--- config.mk ---
export PLATFORM = sky130hd
export DESIGN_NAME = hazard_unit
export DESIGN_NICKNAME = d
export VERILOG_FILES = /design/src/rtl/hazard_pkg.sv /design/src/rtl/mult_busy_tracker.sv /design/src/rtl/hazard_unit.sv
export SDC_FILE = /design/constraint.sdc
export NUM_CORES = 1
export LEC_CHECK = 0
export ABC_CLOCK_PERIOD_IN_PS = 1600
export CORE_MARGIN = 1.5
export CORE_UTILIZATION = 26
export CTS_CLUSTER_SIZE = 28
export DETAILED_ROUTE_END_ITERATION = 16
export GPL_TIMING_DRIVEN = 0
export PLACE_DENSITY = 0.85
export SLEW_MARGIN = 0
export SYNTH_ARGS = -nofsm -noshare
export SYNTH_HDL_FRONTEND = slang
export SYNTH_HIERARCHICAL = 1
export SYNTH_SLANG_ARGS = --single-unit
--- constraint.sdc ---
create_clock -name clk -period 1.6 [get_ports clk]
set_input_delay 0.32 -clock clk [delete_from_list [all_inputs] [get_ports clk]]
set_output_delay 0.32 -clock clk [all_outputs]
set_load 0.02 [all_outputs]
--- src/rtl/hazard_pkg.sv ---
// -----------------------------------------------------------------------------
// hazard_pkg
// Shared types and constants for the pipeline hazard unit:
//   - mult_state_t     : state encoding of the multu busy tracker
//   - FWD_RF/WB/MEM    : EX operand mux select codes
//   - MULT_CYCLES_DEF  : default multu execute latency
//   - CNT_W            : width of the multiply latency counter (latency <= 15)
//   - fwd_sel()        : EX forwarding priority (MEM over WB, r0 never forwarded)
// -----------------------------------------------------------------------------
package hazard_pkg;

   typedef enum logic {
      ST_IDLE = 1'b0,
      ST_BUSY = 1'b1
   } mult_state_t;

   localparam logic [1:0] FWD_RF  = 2'b00;
   localparam logic [1:0] FWD_WB  = 2'b01;
   localparam logic [1:0] FWD_MEM = 2'b10;

   localparam int MULT_CYCLES_DEF = 4;
   localparam int CNT_W           = 4;

   // MEM holds the younger result, so it wins over WB when both match.
   function automatic logic [1:0] fwd_sel(
      input logic [4:0] src,
      input logic [4:0] wa_m,
      input logic       we_m,
      input logic [4:0] wa_w,
      input logic       we_w
   );
      logic [1:0] sel;
      sel = FWD_RF;
      if (we_m && (wa_m != 5'd0) && (wa_m == src))
         sel = FWD_MEM;
      else if (we_w && (wa_w != 5'd0) && (wa_w == src))
         sel = FWD_WB;
      return sel;
   endfunction

endpackage

--- src/rtl/mult_busy_tracker.sv ---
// -----------------------------------------------------------------------------
// mult_busy_tracker
// Tracks an in-flight multu. A multu in EX starts a countdown of MULT_CYCLES
// cycles during which HI/LO are not yet valid.
// Ports:
//   clk       in  : clock, rising edge
//   rst       in  : synchronous active-high reset (returns to IDLE, clears count)
//   multu_enE in  : a multu is in the EX stage this cycle
//   hilo_busy out : high exactly while the FSM is in BUSY
// -----------------------------------------------------------------------------
module mult_busy_tracker
   import hazard_pkg::*;
#(
   parameter int MULT_CYCLES = MULT_CYCLES_DEF
) (
   input  logic clk,
   input  logic rst,
   input  logic multu_enE,
   output logic hilo_busy
);

   mult_state_t        r_state;
   logic [CNT_W-1:0]   r_cnt;
   mult_state_t        w_state_nxt;
   logic [CNT_W-1:0]   w_cnt_nxt;

   always_ff @(posedge clk) begin
      if (rst) begin
         r_state <= ST_IDLE;
         r_cnt   <= '0;
      end else begin
         r_state <= w_state_nxt;
         r_cnt   <= w_cnt_nxt;
      end
   end

   // Loading MULT_CYCLES-1 and leaving on zero gives MULT_CYCLES busy cycles.
   // A new multu_enE while already BUSY is ignored.
   always_comb begin
      w_state_nxt = r_state;
      w_cnt_nxt   = r_cnt;
      case (r_state)
         ST_IDLE: begin
            if (multu_enE) begin
               w_state_nxt = ST_BUSY;
               w_cnt_nxt   = CNT_W'(MULT_CYCLES - 1);
            end
         end
         ST_BUSY: begin
            if (r_cnt == '0) begin
               w_state_nxt = ST_IDLE;
            end else begin
               w_cnt_nxt = r_cnt - CNT_W'(1);
            end
         end
         default: begin
            w_state_nxt = ST_IDLE;
            w_cnt_nxt   = '0;
         end
      endcase
   end

   assign hilo_busy = (r_state == ST_BUSY);

endmodule

--- src/rtl/hazard_unit.sv ---
// -----------------------------------------------------------------------------
// hazard_unit
// Hazard detection and forwarding control for a 5-stage MIPS-style pipeline.
// Configuration macro: HAZARD_FWD_EN
//   defined   : EX and ID-branch forwarding enabled
//   undefined : forward selects tied to 0, and any RAW dependency of the ID
//               sources on an EX or MEM writer stalls instead
// Ports:
//   clk, rst                         : clock, synchronous active-high reset
//   rsD, rtD                         : ID source registers
//   branchD, jumpD, branch_takenD    : ID control-flow flags
//   hilo_readD, multu_enD            : ID reads HI/LO / issues a multu
//   rsE, rtE, wa_E, we_regE, dm2regE : EX sources, destination, write/load
//   multu_enE                        : multu in EX
//   wa_M, we_regM, dm2regM           : MEM destination, write/load
//   wa_W, we_regW                    : WB destination, write
//   stallF, stallD, flushE           : hold PC and IF/ID, bubble ID/EX
//   flushD                           : squash IF/ID on a taken redirect
//   forwardAE, forwardBE             : EX operand select (00 RF, 01 WB, 10 MEM)
//   forwardAD, forwardBD             : ID comparator select (1 = MEM result)
//   hilo_busy                        : a multiply is in flight
// -----------------------------------------------------------------------------
module hazard_unit
   import hazard_pkg::*;
#(
   parameter int MULT_CYCLES = MULT_CYCLES_DEF
) (
   input  logic       clk,
   input  logic       rst,
   input  logic [4:0] rsD,
   input  logic [4:0] rtD,
   input  logic       branchD,
   input  logic       jumpD,
   input  logic       branch_takenD,
   input  logic       hilo_readD,
   input  logic       multu_enD,
   input  logic [4:0] rsE,
   input  logic [4:0] rtE,
   input  logic [4:0] wa_E,
   input  logic       we_regE,
   input  logic       dm2regE,
   input  logic       multu_enE,
   input  logic [4:0] wa_M,
   input  logic       we_regM,
   input  logic       dm2regM,
   input  logic [4:0] wa_W,
   input  logic       we_regW,
   output logic       stallF,
   output logic       stallD,
   output logic       flushD,
   output logic       flushE,
   output logic [1:0] forwardAE,
   output logic [1:0] forwardBE,
   output logic       forwardAD,
   output logic       forwardBD,
   output logic       hilo_busy
);

   logic w_e_hit_d;    // EX writer (non-r0) targets an ID source
   logic w_m_hit_d;    // MEM writer target (non-r0) equals an ID source
   logic w_lu_stall;
   logic w_br_stall;
   logic w_hilo_stall;
   logic w_dep_stall;
   logic w_stall;

   mult_busy_tracker #(
      .MULT_CYCLES (MULT_CYCLES)
   ) u_mult_busy (
      .clk       (clk),
      .rst       (rst),
      .multu_enE (multu_enE),
      .hilo_busy (hilo_busy)
   );

   assign w_e_hit_d = (wa_E != 5'd0) && ((wa_E == rsD) || (wa_E == rtD));
   assign w_m_hit_d = (wa_M != 5'd0) && ((wa_M == rsD) || (wa_M == rtD));

   assign w_lu_stall   = dm2regE && we_regE && w_e_hit_d;
   // The branch compares in ID, so an EX result is never ready and a load in
   // MEM is only ready after its data-memory read.
   assign w_br_stall   = branchD && ((we_regE && w_e_hit_d) || (dm2regM && w_m_hit_d));
   assign w_hilo_stall = (hilo_busy && (hilo_readD || multu_enD)) ||
                         (multu_enE && hilo_readD);

`ifdef HAZARD_FWD_EN
   assign w_dep_stall = 1'b0;

   assign forwardAE = rst ? FWD_RF : fwd_sel(rsE, wa_M, we_regM, wa_W, we_regW);
   assign forwardBE = rst ? FWD_RF : fwd_sel(rtE, wa_M, we_regM, wa_W, we_regW);
   assign forwardAD = !rst && we_regM && (wa_M != 5'd0) && (wa_M == rsD);
   assign forwardBD = !rst && we_regM && (wa_M != 5'd0) && (wa_M == rtD);
`else
   logic w_unused_fwd;

   // Without bypass paths the ID instruction waits until every pending
   // producer in EX and MEM has reached WB.
   assign w_dep_stall = (we_regE && w_e_hit_d) || (we_regM && w_m_hit_d);

   assign forwardAE = FWD_RF;
   assign forwardBE = FWD_RF;
   assign forwardAD = 1'b0;
   assign forwardBD = 1'b0;

   assign w_unused_fwd = ^{rsE, rtE, wa_W, we_regW};
`endif

   assign w_stall = !rst && (w_lu_stall || w_br_stall || w_hilo_stall || w_dep_stall);

   assign stallF = w_stall;
   assign stallD = w_stall;
   assign flushE = w_stall;
   // A stalled redirect is replayed next cycle, so it must not squash IF/ID yet.
   assign flushD = !rst && (branch_takenD || jumpD) && !w_stall;

endmodule

# After elaboration in Yosys (flattened, before gate mapping)
# Cells that the tools add are included.
# op_classes
add_sub_neg	1
n_eq_ne	6
mux	6
bitwise_logic	1
reduce_logical	29
# ops
operator	count
equality test 5 bit	4
logical AND 1 bit	13
logical OR 1 bit	10
nonzero test 5 bit	2
two-way mux 4 bit	2
case mux 4 bit (2 select lines)	1
logical NOT 4 bit	1
!= test 2 bit (second input constant)	2
subtractor 4 x 1 -> 4 bit (second input constant)	1
logical NOT 1 bit	2
two-way mux 1 bit	2
case mux 1 bit (2 select lines)	1
AND reduction 2 bit	1
NOT 1 bit	1
# word_totals
regBits	5
in_bits	48
output_inout_bits	11

# Longest topological paths before layout
# depth
depth_word	12
mapped_depth	6

# Cells and area by module
# Netlist, hierarchy kept.
# modules_own_cells
module	instances	cells_each	area_each_um2
hazard_unit	1	50	360.3
mult_busy_tracker	1	25	239.0

# Least setup slack after synthesis
# No wires, ideal clock.
# synth_path
kind	input-to-output
start	input wa_E[4]
end	output stallD
t_arrival_ps	1647
setup_slack_ps	-367
path_stages	6
path_buffers	1
path_cell_list	xnor2_1 > nand3_1 > nor3_1 > o221ai_2 > a31oi_1 > buf_4
# synth_between
elab_chain_len	10
elab_cells_between_ends	14
classes_between	2 x eq/ne; 12 x reduce/logical
# synth_rtl
item	line	source
start: declaration	hazard_unit.sv:39	input logic [4:0] wa_E,
equality test 5 bit	hazard_unit.sv:76	assign w_e_hit_d = (wa_E != 5'd0) && ((wa_E == rsD) || (wa_E == rtD));
logical OR 1 bit	hazard_unit.sv:76	
logical AND 1 bit (*)	hazard_unit.sv:76	
logical AND 1 bit	hazard_unit.sv:82, hazard_unit.sv:98	
logical OR 1 bit	hazard_unit.sv:82	assign w_br_stall = branchD && ((we_regE && w_e_hit_d) || (dm2regM && w_m_hit_d));
logical AND 1 bit	hazard_unit.sv:82	
logical OR 1 bit (2 in series)	hazard_unit.sv:108	assign w_stall = !rst && (w_lu_stall || w_br_stall || w_hilo_stall || w_dep_stall);
logical OR 1 bit (*)	hazard_unit.sv:108	
logical AND 1 bit (*)	hazard_unit.sv:108	
end: declaration	hazard_unit.sv:49	output logic stallD,
# Mark *: on every way between the ends. The rest lies on a longest branch, timed or not.

# Final worst setup path
# layout_path
start	input rsD[1]
end	output stallD
# layout_between
elab_chain_len	10
elab_cells_between_ends	17
classes_between	2 x eq/ne; 15 x reduce/logical
# layout_rtl
item	line	source
start: declaration	hazard_unit.sv:30	input logic [4:0] rsD,
equality test 5 bit (on tied branches)	hazard_unit.sv:76, hazard_unit.sv:77	
logical OR 1 bit (on tied branches)	hazard_unit.sv:76, hazard_unit.sv:77	
logical AND 1 bit (on tied branches)	hazard_unit.sv:76, hazard_unit.sv:77	
logical AND 1 bit (on tied branches)	hazard_unit.sv:82, hazard_unit.sv:98	
logical OR 1 bit	hazard_unit.sv:82	
logical AND 1 bit	hazard_unit.sv:82	
logical OR 1 bit (2 in series)	hazard_unit.sv:108	
logical OR 1 bit (*)	hazard_unit.sv:108	
logical AND 1 bit (*)	hazard_unit.sv:108	
# Marked as above.

==> results.cfg <==
[floorplan]
rows = 17
core_area_sq_um = 2190
start_util = 0.274
die_h_um = 51.0
die_area_sq_um = 2600
die_x_um = 51.0
boundaryPins = 59

[status]
status = finished, violations left
violations = setup timing

[detailed_routing]
ant_nets = 0
vias = 678
drc = 0
drt_first_pass_iters = 3
drt-total-wl_um = 1720
first_iter_violations = 6
drt-vias-per-instance = 4.61
wl_per_cell_um = 11.7

[grt]
grt_use_met2 = 0.273
use_met1 = 0.131
antenna_found_initial = 0
grt_pass1_wl_um = 2660
grt_pass1_vias = 676
grt_busiest_layer = met2
grt_usage = 0.132
grt_max_degree = 11
use_met3 = 0.0292
overflow = 0

[cts]
postCtsHoldBufs = 0
cts.sinks = 5
cts_root_buf = clkbuf_4
h-tree-depth = 1
clk_path_buf_depth = 2
clk_latency_ns = 0.24
cts-buffers-inserted = 3
cts_setup_buffers = 0
clk_pin_slew_ns = 0.04
cts_tree = done

[critical_path]
crit_type = input pin to output pin
crit_path_end_kind = output pin
r2r_slack_ns = 0.05
r2r_cells = 5
required_ns = 1.28
cp_max_fo = 3
critical_path.startpoint_type = input pin
arrival_ns = 1.55

[power_and_ir_drop]
switchingPower_mw = 0.198
pwr-share-seq = 0.257
p_leak_nw = 0.457
pwr-share-comb = 0.500
p_total_mw = 0.588
p_int_mw = 0.390
peakVddDrop_v = 0.000315
power.density_nw_per_um2 = 559
p_clk_frac = 0.242
swShare = 0.336

[yosys]
syn-cell-area_sq_um = 599
synth.top_cell.area_share = 0.175
ys_seq_area_frac = 0.167
synth_cells = 75
synth_area_leaders = xnor2_1 (18%), dfxtp_1 (17%), xor2_1 (12%)
ys_warn_count = 6
yosys.area.top_type = xnor2_1
yosys_register_bits = 5
synth_cell_types = 27
syn_avg_cell_area_sq_um = 7.99

[timing]
period_minus_slack_ns = 1.87
period_share = 1.17
hold_viol = 0
worst_slack_ns = -0.275
setup_viol = 4
rsz0062_at_grt = yes
fin_skew_ns = 0.00315
slew_violations = 0
holdWs_ns = 0.542
fmax_mhz = 533

[place]
placed_cells = 143
placedInstanceArea_sq_um = 1050
finalWeightedCongestion = 0.727
io_buffers = 35
post-dp-hpwl_um = 1400

[layout]
antennaDiodeCount = 0
drive_above_1_share = 0.429
fin_area_sq_um = 1050
utilization = 0.480
instances_no_fill = 147
areaGrowthSynthToFinish_pct = 75.6
layout.nets = 169

[worst_hold_path]
min_path_type = flip-flop to flip-flop
hold_depth = 2

[flow_run]
maxCapViolations = 0
==> per-stage QoR <==
stage               TNS (ns)  worst slack [ns]
finish                 -1.04            -0.275
global route           -1.29            -0.348
CTS                    -1.01            -0.263
detailed placement     -4.72             -1.21
global placement       -4.54             -1.17
floorplan             -0.225           -0.0834
==> critical path, stage by stage <==
cell and delay (ns):
buf_2 0.13, xnor2_2 0.16, nand3_1 0.16, nor3_4 0.19, o221ai_4 0.15, a31oi_4 0.22, buf_6 0.12, buf_6 0.10
==> repair_timing <==
item / 4_1_cts / 5_1_grt
cloned: 0 / 0
pin swaps: 19 / 16
resized for setup: 93 / 20
endpoints found under the setup margin: 5 / 5
==> final timing paths <==
kind,from,to
max,rsD[1],stallD
min reg2reg,u_mult_busy/r_cnt[3],u_mult_busy/r_cnt[3]
min,u_mult_busy/r_cnt[3],u_mult_busy/r_cnt[3]
max reg2reg,u_mult_busy/r_cnt[0],u_mult_busy/r_cnt[1]
==> sequential cells by signal, indices dropped and copies added, names as in the netlist <==
register,cells
u_mult_busy/r_cnt,4
u_mult_busy/hilo_busy,1
==> synthesized netlist by cell type (all sizes together) <==
| library cell | number |
|---|---|
| and4 | 1 |
| nand4b | 1 |
| nor3 | 5 |
| nor2 | 4 |
| and2b | 1 |
| or4 | 1 |
| nand2 | 1 |
| xnor2 | 12 |
| mux2 | 1 |
| buf | 8 |
| nor2b | 1 |
| or3b | 1 |
| a21oi | 4 |
| inv | 2 |
| ha | 1 |
| nand3 | 4 |
| dfxtp | 5 |
| o31a | 1 |
| xor2 | 8 |
| a31oi | 3 |
| nor4 | 1 |
| conb | 1 |
| o221ai | 1 |
| o21a | 2 |
| o21ai | 4 |
| a21o | 1 |
==> layer usage <==
layer  routed length, um  vias to the layer above
met5                   0                        -
met4                   0                        0
met3                 144                        0
met2                 927                       35
met1                 650                      305
li1                    -                      338
==> layout make-up <==
type	count	area [sq um]
buffer	8	67.6
clock buffer	4	26.3
fill	227	1140
inverter	2	7.51
multi-input combinational	65	546
sequential	5	101
tap	28	35.0
timing repair buffer	35	269
==> cell families after synthesis <==
family | count (synthesis) | share of synthesized area
flops | 5 | 0.167
xor+xnor | 20 | 0.292
other cells | 1 | 0.00626
mux | 1 | 0.0250
simple gates | 21 | 0.200
compound gates | 16 | 0.175
fa+ha+maj | 1 | 0.0209
buf+inv | 10 | 0.113
==> power groups by stage <==
stage	sequential [mW]	clock (mW)	combinational [mW]
final	0.151	0.143	0.294
after global routing	0.153	0.165	0.319
after CTS	0.150	0.151	0.285
after detailed placement	0.153	0	0.294
after global placement	0.151	0	0.285
after floorplan	0.152	0	0.157
==> layout by cell type (no fill, tap or decap), drive strengths merged <==
cell type	netlist	routed
buf	8	23
xnor2	12	12
clkbuf	0	12
xor2	8	8
clkdlybuf4s50	0	8
conb	1	6
dfxtp	5	5
nor3	5	5
nand3	4	4
nor2	4	4
a21oi	4	4
dlygate4sd2	0	4
o21ai	4	4
a31oi	3	3
inv	2	2
o21a	2	2
a21o	1	1
or4	1	1
o221ai	1	1
and4	1	1
or3b	1	1
mux2	1	1
and2b	1	1
nand4b	1	1
nor4	1	1
nand2	1	1
o31a	1	1
nor2b	1	1
ha	1	1
Power figures use the tool's default switching activity.
